--- config.mk ---
export PLATFORM = sky130hd
export DESIGN_NAME = seq_detect_prog
export DESIGN_NICKNAME = d
export VERILOG_FILES = /design/src/rtl/seq_detect_prog.sv
export SDC_FILE = /design/constraint.sdc
export NUM_CORES = 1
export LEC_CHECK = 0
export BUFFER_PORTS_ARGS = -buffer_cell sky130_fd_sc_hd__buf_4
export CAP_MARGIN = 40
export CORE_MARGIN = 2
export CORE_UTILIZATION = 55
export CTS_CLUSTER_DIAMETER = 60
export DETAILED_ROUTE_END_ITERATION = 7
export GPL_TIMING_DRIVEN = 0
export HOLD_SLACK_MARGIN = 0.08
export MAX_ROUTING_LAYER = met4
export PLACE_DENSITY = 0.78
export SKIP_CTS_REPAIR_TIMING = 1
export SLEW_MARGIN = 20
export SYNTH_ARGS = -nofsm -noshare
export SYNTH_HDL_FRONTEND = slang
export SYNTH_SLANG_ARGS = --single-unit
--- constraint.sdc ---
create_clock -name clk -period 2.7 [get_ports clk]
set_clock_uncertainty 0.1 [all_clocks]
set_input_delay 0.135 -clock clk [delete_from_list [all_inputs] [get_ports clk]]
set_output_delay 0.135 -clock clk [all_outputs]
set_load 0.01 [all_outputs]
--- src/rtl/seq_detect_prog.sv ---
// Programmable serial pattern detector. It compares the last cfg_len received bits with a loaded pattern.
// It supports overlap and non-overlap modes and keeps a saturating match counter.
module seq_detect_prog #(
   parameter int MAX_LEN = 8,
   parameter int CNT_W = 8,
   localparam int LEN_W = $clog2(MAX_LEN) + 1
) (
   input  logic               clk,
   input  logic               rst,
   input  logic               in_valid,
   input  logic               in_bit,
   input  logic               cfg_load,
   input  logic [MAX_LEN-1:0] cfg_pattern,
   input  logic [LEN_W-1:0]   cfg_len,
   input  logic               cfg_overlap,
   input  logic               cnt_clr,
   output logic               match,
   output logic [CNT_W-1:0]   match_count,
   output logic               cfg_err
);

   localparam logic [MAX_LEN-1:0] RST_PATTERN = MAX_LEN'(3'b101);
   localparam logic [LEN_W-1:0]   RST_LEN     = LEN_W'(3);
   localparam logic [LEN_W-1:0]   FULL_FILL   = LEN_W'(MAX_LEN);

   logic [MAX_LEN-1:0] pattern_q, pattern_d;
   logic [LEN_W-1:0]   len_q, len_d;
   logic               overlap_q, overlap_d;
   logic               err_q, err_d;
   logic [MAX_LEN-1:0] hist_q, hist_d;
   logic [LEN_W-1:0]   fill_q, fill_d;
   logic               match_q, match_d;
   logic [CNT_W-1:0]   count_q, count_d;

   logic [MAX_LEN-1:0] histShift;
   logic [MAX_LEN-1:0] lenMask;
   logic [LEN_W:0]     fillPlus;
   logic [LEN_W-1:0]   fillInc;
   logic               hit;

   // The candidate history includes the bit arriving on this edge, so a match registers one cycle after the completing bit.
   always_comb begin
      histShift = {hist_q[MAX_LEN-2:0], in_bit};
      lenMask   = '0;
      for (int i = 0; i < MAX_LEN; i++) begin
         lenMask[i] = (i < int'(len_q));
      end
      fillPlus = {1'b0, fill_q} + (LEN_W+1)'(1);
      fillInc  = (fill_q == FULL_FILL) ? fill_q : fill_q + LEN_W'(1);
      hit      = in_valid && !cfg_load && !err_q
                 && (fillPlus >= {1'b0, len_q})
                 && (((histShift ^ pattern_q) & lenMask) == '0);
   end

   // Next-state logic: a configuration load takes priority over data and clears the history.
   always_comb begin
      pattern_d = pattern_q;
      len_d     = len_q;
      overlap_d = overlap_q;
      err_d     = err_q;
      hist_d    = hist_q;
      fill_d    = fill_q;
      match_d   = 1'b0;
      count_d   = count_q;

      if (cfg_load) begin
         pattern_d = cfg_pattern;
         len_d     = cfg_len;
         overlap_d = cfg_overlap;
         err_d     = (cfg_len < LEN_W'(2)) || (cfg_len > FULL_FILL);
         hist_d    = '0;
         fill_d    = '0;
      end else if (in_valid) begin
         hist_d  = histShift;
         fill_d  = fillInc;
         match_d = hit;
         if (hit && !overlap_q) begin
            hist_d = '0;
            fill_d = '0;
         end
      end

      if (cnt_clr) begin
         count_d = '0;
      end else if (hit && (count_q != '1)) begin
         count_d = count_q + CNT_W'(1);
      end
   end

   always_ff @(posedge clk or posedge rst) begin
      if (rst) begin
         pattern_q <= RST_PATTERN;
         len_q     <= RST_LEN;
         overlap_q <= 1'b1;
         err_q     <= 1'b0;
         hist_q    <= '0;
         fill_q    <= '0;
         match_q   <= 1'b0;
         count_q   <= '0;
      end else begin
         pattern_q <= pattern_d;
         len_q     <= len_d;
         overlap_q <= overlap_d;
         err_q     <= err_d;
         hist_q    <= hist_d;
         fill_q    <= fill_d;
         match_q   <= match_d;
         count_q   <= count_d;
      end
   end

   assign match       = match_q;
   assign match_count = count_q;
   assign cfg_err     = err_q;

endmodule

==> results.cfg <==
[finish]
antennaDiodeCount = 0
drive_gt1_share_pct = 26.22
nNetsFinal = 250
area_delta_synth_final_pct = 30.07

[yosys]
synth_nets = 196
ys_async_sr_fraction_pct = 100.0
syn_inst = 170
ys_seq_area_share_pct = 47.57
synth-edff-count = 0
syn_area_um2 = 1802
syn_area_per_cell_um2 = 10.60
ys_ff_latch = 34
synth_cell_types = 39
ys.flop_type = dfrtp_1
yosys_warnings = 0

[detailed_routing]
wl_um = 3936
routed_via_density = 5.487
ant_nets = 0
drc = 0
routedWlPerCell_um = 14.63
first_pass_iters = 4
vias = 1476
drt_iter0_markers = 100

[global_routing]
grt_antenna_before_repair = 0
grt_max_degree = 35
grt_pass1_wl_um = 6451
grt_usage_pct = 24.65
overflow = 0
grt_pass1_vias = 1410

[sta]
rsz0062_at_grt = no
hold_violations = 0
timing.final.crit_share_pct = 94.34
worst_pin_slew_ns = 0.7075
fin_crit_ns = 2.547
slew_violations = 0
finalSetupViolations = 0
fin_hold_ws_ns = 0.05799
fmax_mhz = 392.6
maxSlewHeadroom_pct = 52.66
fin_ws_ns = 0.1529

[power_and_ir_drop]
finalPower_mw = 1.230
vdd_drop_max_v = 0.0003128
p_per_area_nw_per_um2 = 524.9
leakage_nw = 1.040

[floorplan]
ios = 29
dieArea_um2 = 3750
initial_core_util_pct = 58.54
row_count = 20
die_width_um = 61.24
die_h_um = 61.24
core-area_um2 = 3078

[placement]
pre_cts_slack_ns = -0.001837
place_congestion = 0.8006
dpl.hpwl_um = 2744
io_buffers = 28

[clocking]
numCtsBuffers = 5
cts_root_buf = clkbuf_4
tritoncts = built
cts_max_level = 2
clk_pin_slew_worst_paths_ns = 0.11
cts_sinks = 34
cts_max_path_buffers = 2
clk_latency_ns = 0.35

[critical_path]
crit_fanout = 4
end_kind = register
critical_path_required_ns = 2.89
criticalPathCategory = register to register
critPathLaunchType = register
cp.arrival_ns = 2.73

[worst_hold_path]
hold_class = input pin to register

[run_status]
outcome = finished, final reports clean

[run]
drv_cap = 0
## layer usage
layer  part of all wire [%]  vias to the layer above  global-route usage (%)
met5                      0                        -                       -
met4                    1.5                        0                   8.696
met3                    5.0                        6                   5.672
met2                     50                       41                   37.99
met1                     44                      705                   31.94
li1                       -                      724                       -
## through the flow
stage	util [%]	TNS, ns	instances	cell area (um^2)
floorplan	-	0	170	1802
global placement	67.15	0	242	2067
detailed placement	67.15	-0.001837	242	2067
CTS	69.92	-0.07663	250	2152
global route	76.14	0	269	2344
finish	76.14	0	269	2344
## kinds of logic after synthesis
kind of cell,Yosys count,share of synthesized area (%)
simple gates,47,14.79
compound gates,44,17.08
flops,34,47.57
buf+inv,16,3.402
mux,12,7.431
xor+xnor,10,4.861
fa+ha+maj,7,4.861
## power breakdown
group / switching [mW] / total [mW] / internal (mW)
logic: 0.112 / 0.232 / 0.121
clock network: 0.184 / 0.405 / 0.221
registers: 0.0442 / 0.593 / 0.549
total: 0.339 / 1.23 / 0.891
## worst paths after layout
check | cells past startpoint | slack (ns) | start | endpoint
min | 4 | 0.06 | cfg_load | fill_q[0]
min in group asynchronous | 3 | 0.35 | rst | hist_q[6]
min reg2reg | 1 | 0.44 | pattern_q[3] | pattern_q[3]
max in group asynchronous | 3 | 1.68 | rst | hist_q[0]
max reg2reg | 9 | 0.15 | fill_q[0] | match_count[7]
max | 9 | 0.15 | fill_q[0] | match_count[7]
## synthesized netlist by cell type (2+ instances only)
library cell  number  area, um^2
nor3b_1            2       15.01
clkbuf_1           3       11.26
a211oi_1           2       15.01
nor2b_1            2       12.51
a31oi_1            2       12.51
o31ai_1            3       22.52
mux2_2            10       112.6
nor2_1             9       33.78
a21oi_1            7       35.03
dfstp_2            5       131.4
nand3_1            5       25.02
nand2_1           10       37.54
xnor2_1            9       78.83
nand2b_1           6       37.54
dfrtp_1           29       725.7
nor3_1             2       10.01
inv_1             11       41.29
a22o_1             7       61.31
ha_1               7       87.58
o21ai_0           13       65.06
o211ai_1           5       37.54
or4_1              4       30.03
## cell usage in the layout (no fill, tap or decap), types with 5 or more instances in the layout
cell / synthesis / layout
mux2_2: 10 / 10
a21oi_1: 7 / 6
a22o_1: 7 / 7
xnor2_1: 9 / 9
dlygate4sd3_1: 0 / 17
inv_1: 11 / 10
ha_1: 7 / 7
buf_4: 0 / 30
clkbuf_4: 0 / 5
nand2b_1: 6 / 6
nor2_1: 9 / 8
dfrtp_1: 29 / 29
o211ai_1: 5 / 5
nand2_1: 10 / 10
nand3_1: 5 / 5
dfstp_2: 5 / 5
o21ai_0: 13 / 11
## cell type report
type	instances	area, um^2
Inverter	11	41.29
Tap cell	44	55.05
Timing Repair Buffer	47	395.4
Fill cell	212	734.5
Buffer	5	20.02
Clock buffer	7	55.05
Clock inverter	1	30.03
Sequential cell	34	857.1
Multi-Input combinational cell	120	889.6
## worst max-delay path, cell delays in order, from the launching register on
cell and delay (ns):
dfrtp_1 0.44, ha_1 0.29, xor2_1 0.17, ha_1 0.27
o21ai_0 0.08, o21ai_1 0.17, nand4_2 0.13, buf_4 0.18
or4_1 0.50, a21oi_1 0.15
## state kept, by name, indices dropped and copies added, names as in the netlist
signal and flops:
fill_q 4, len_q 4, match 1, match_count 8, pattern_q 8, hist_q 7, cfg_err 1, overlap_q 1
Power figures use the tool's default switching activity.
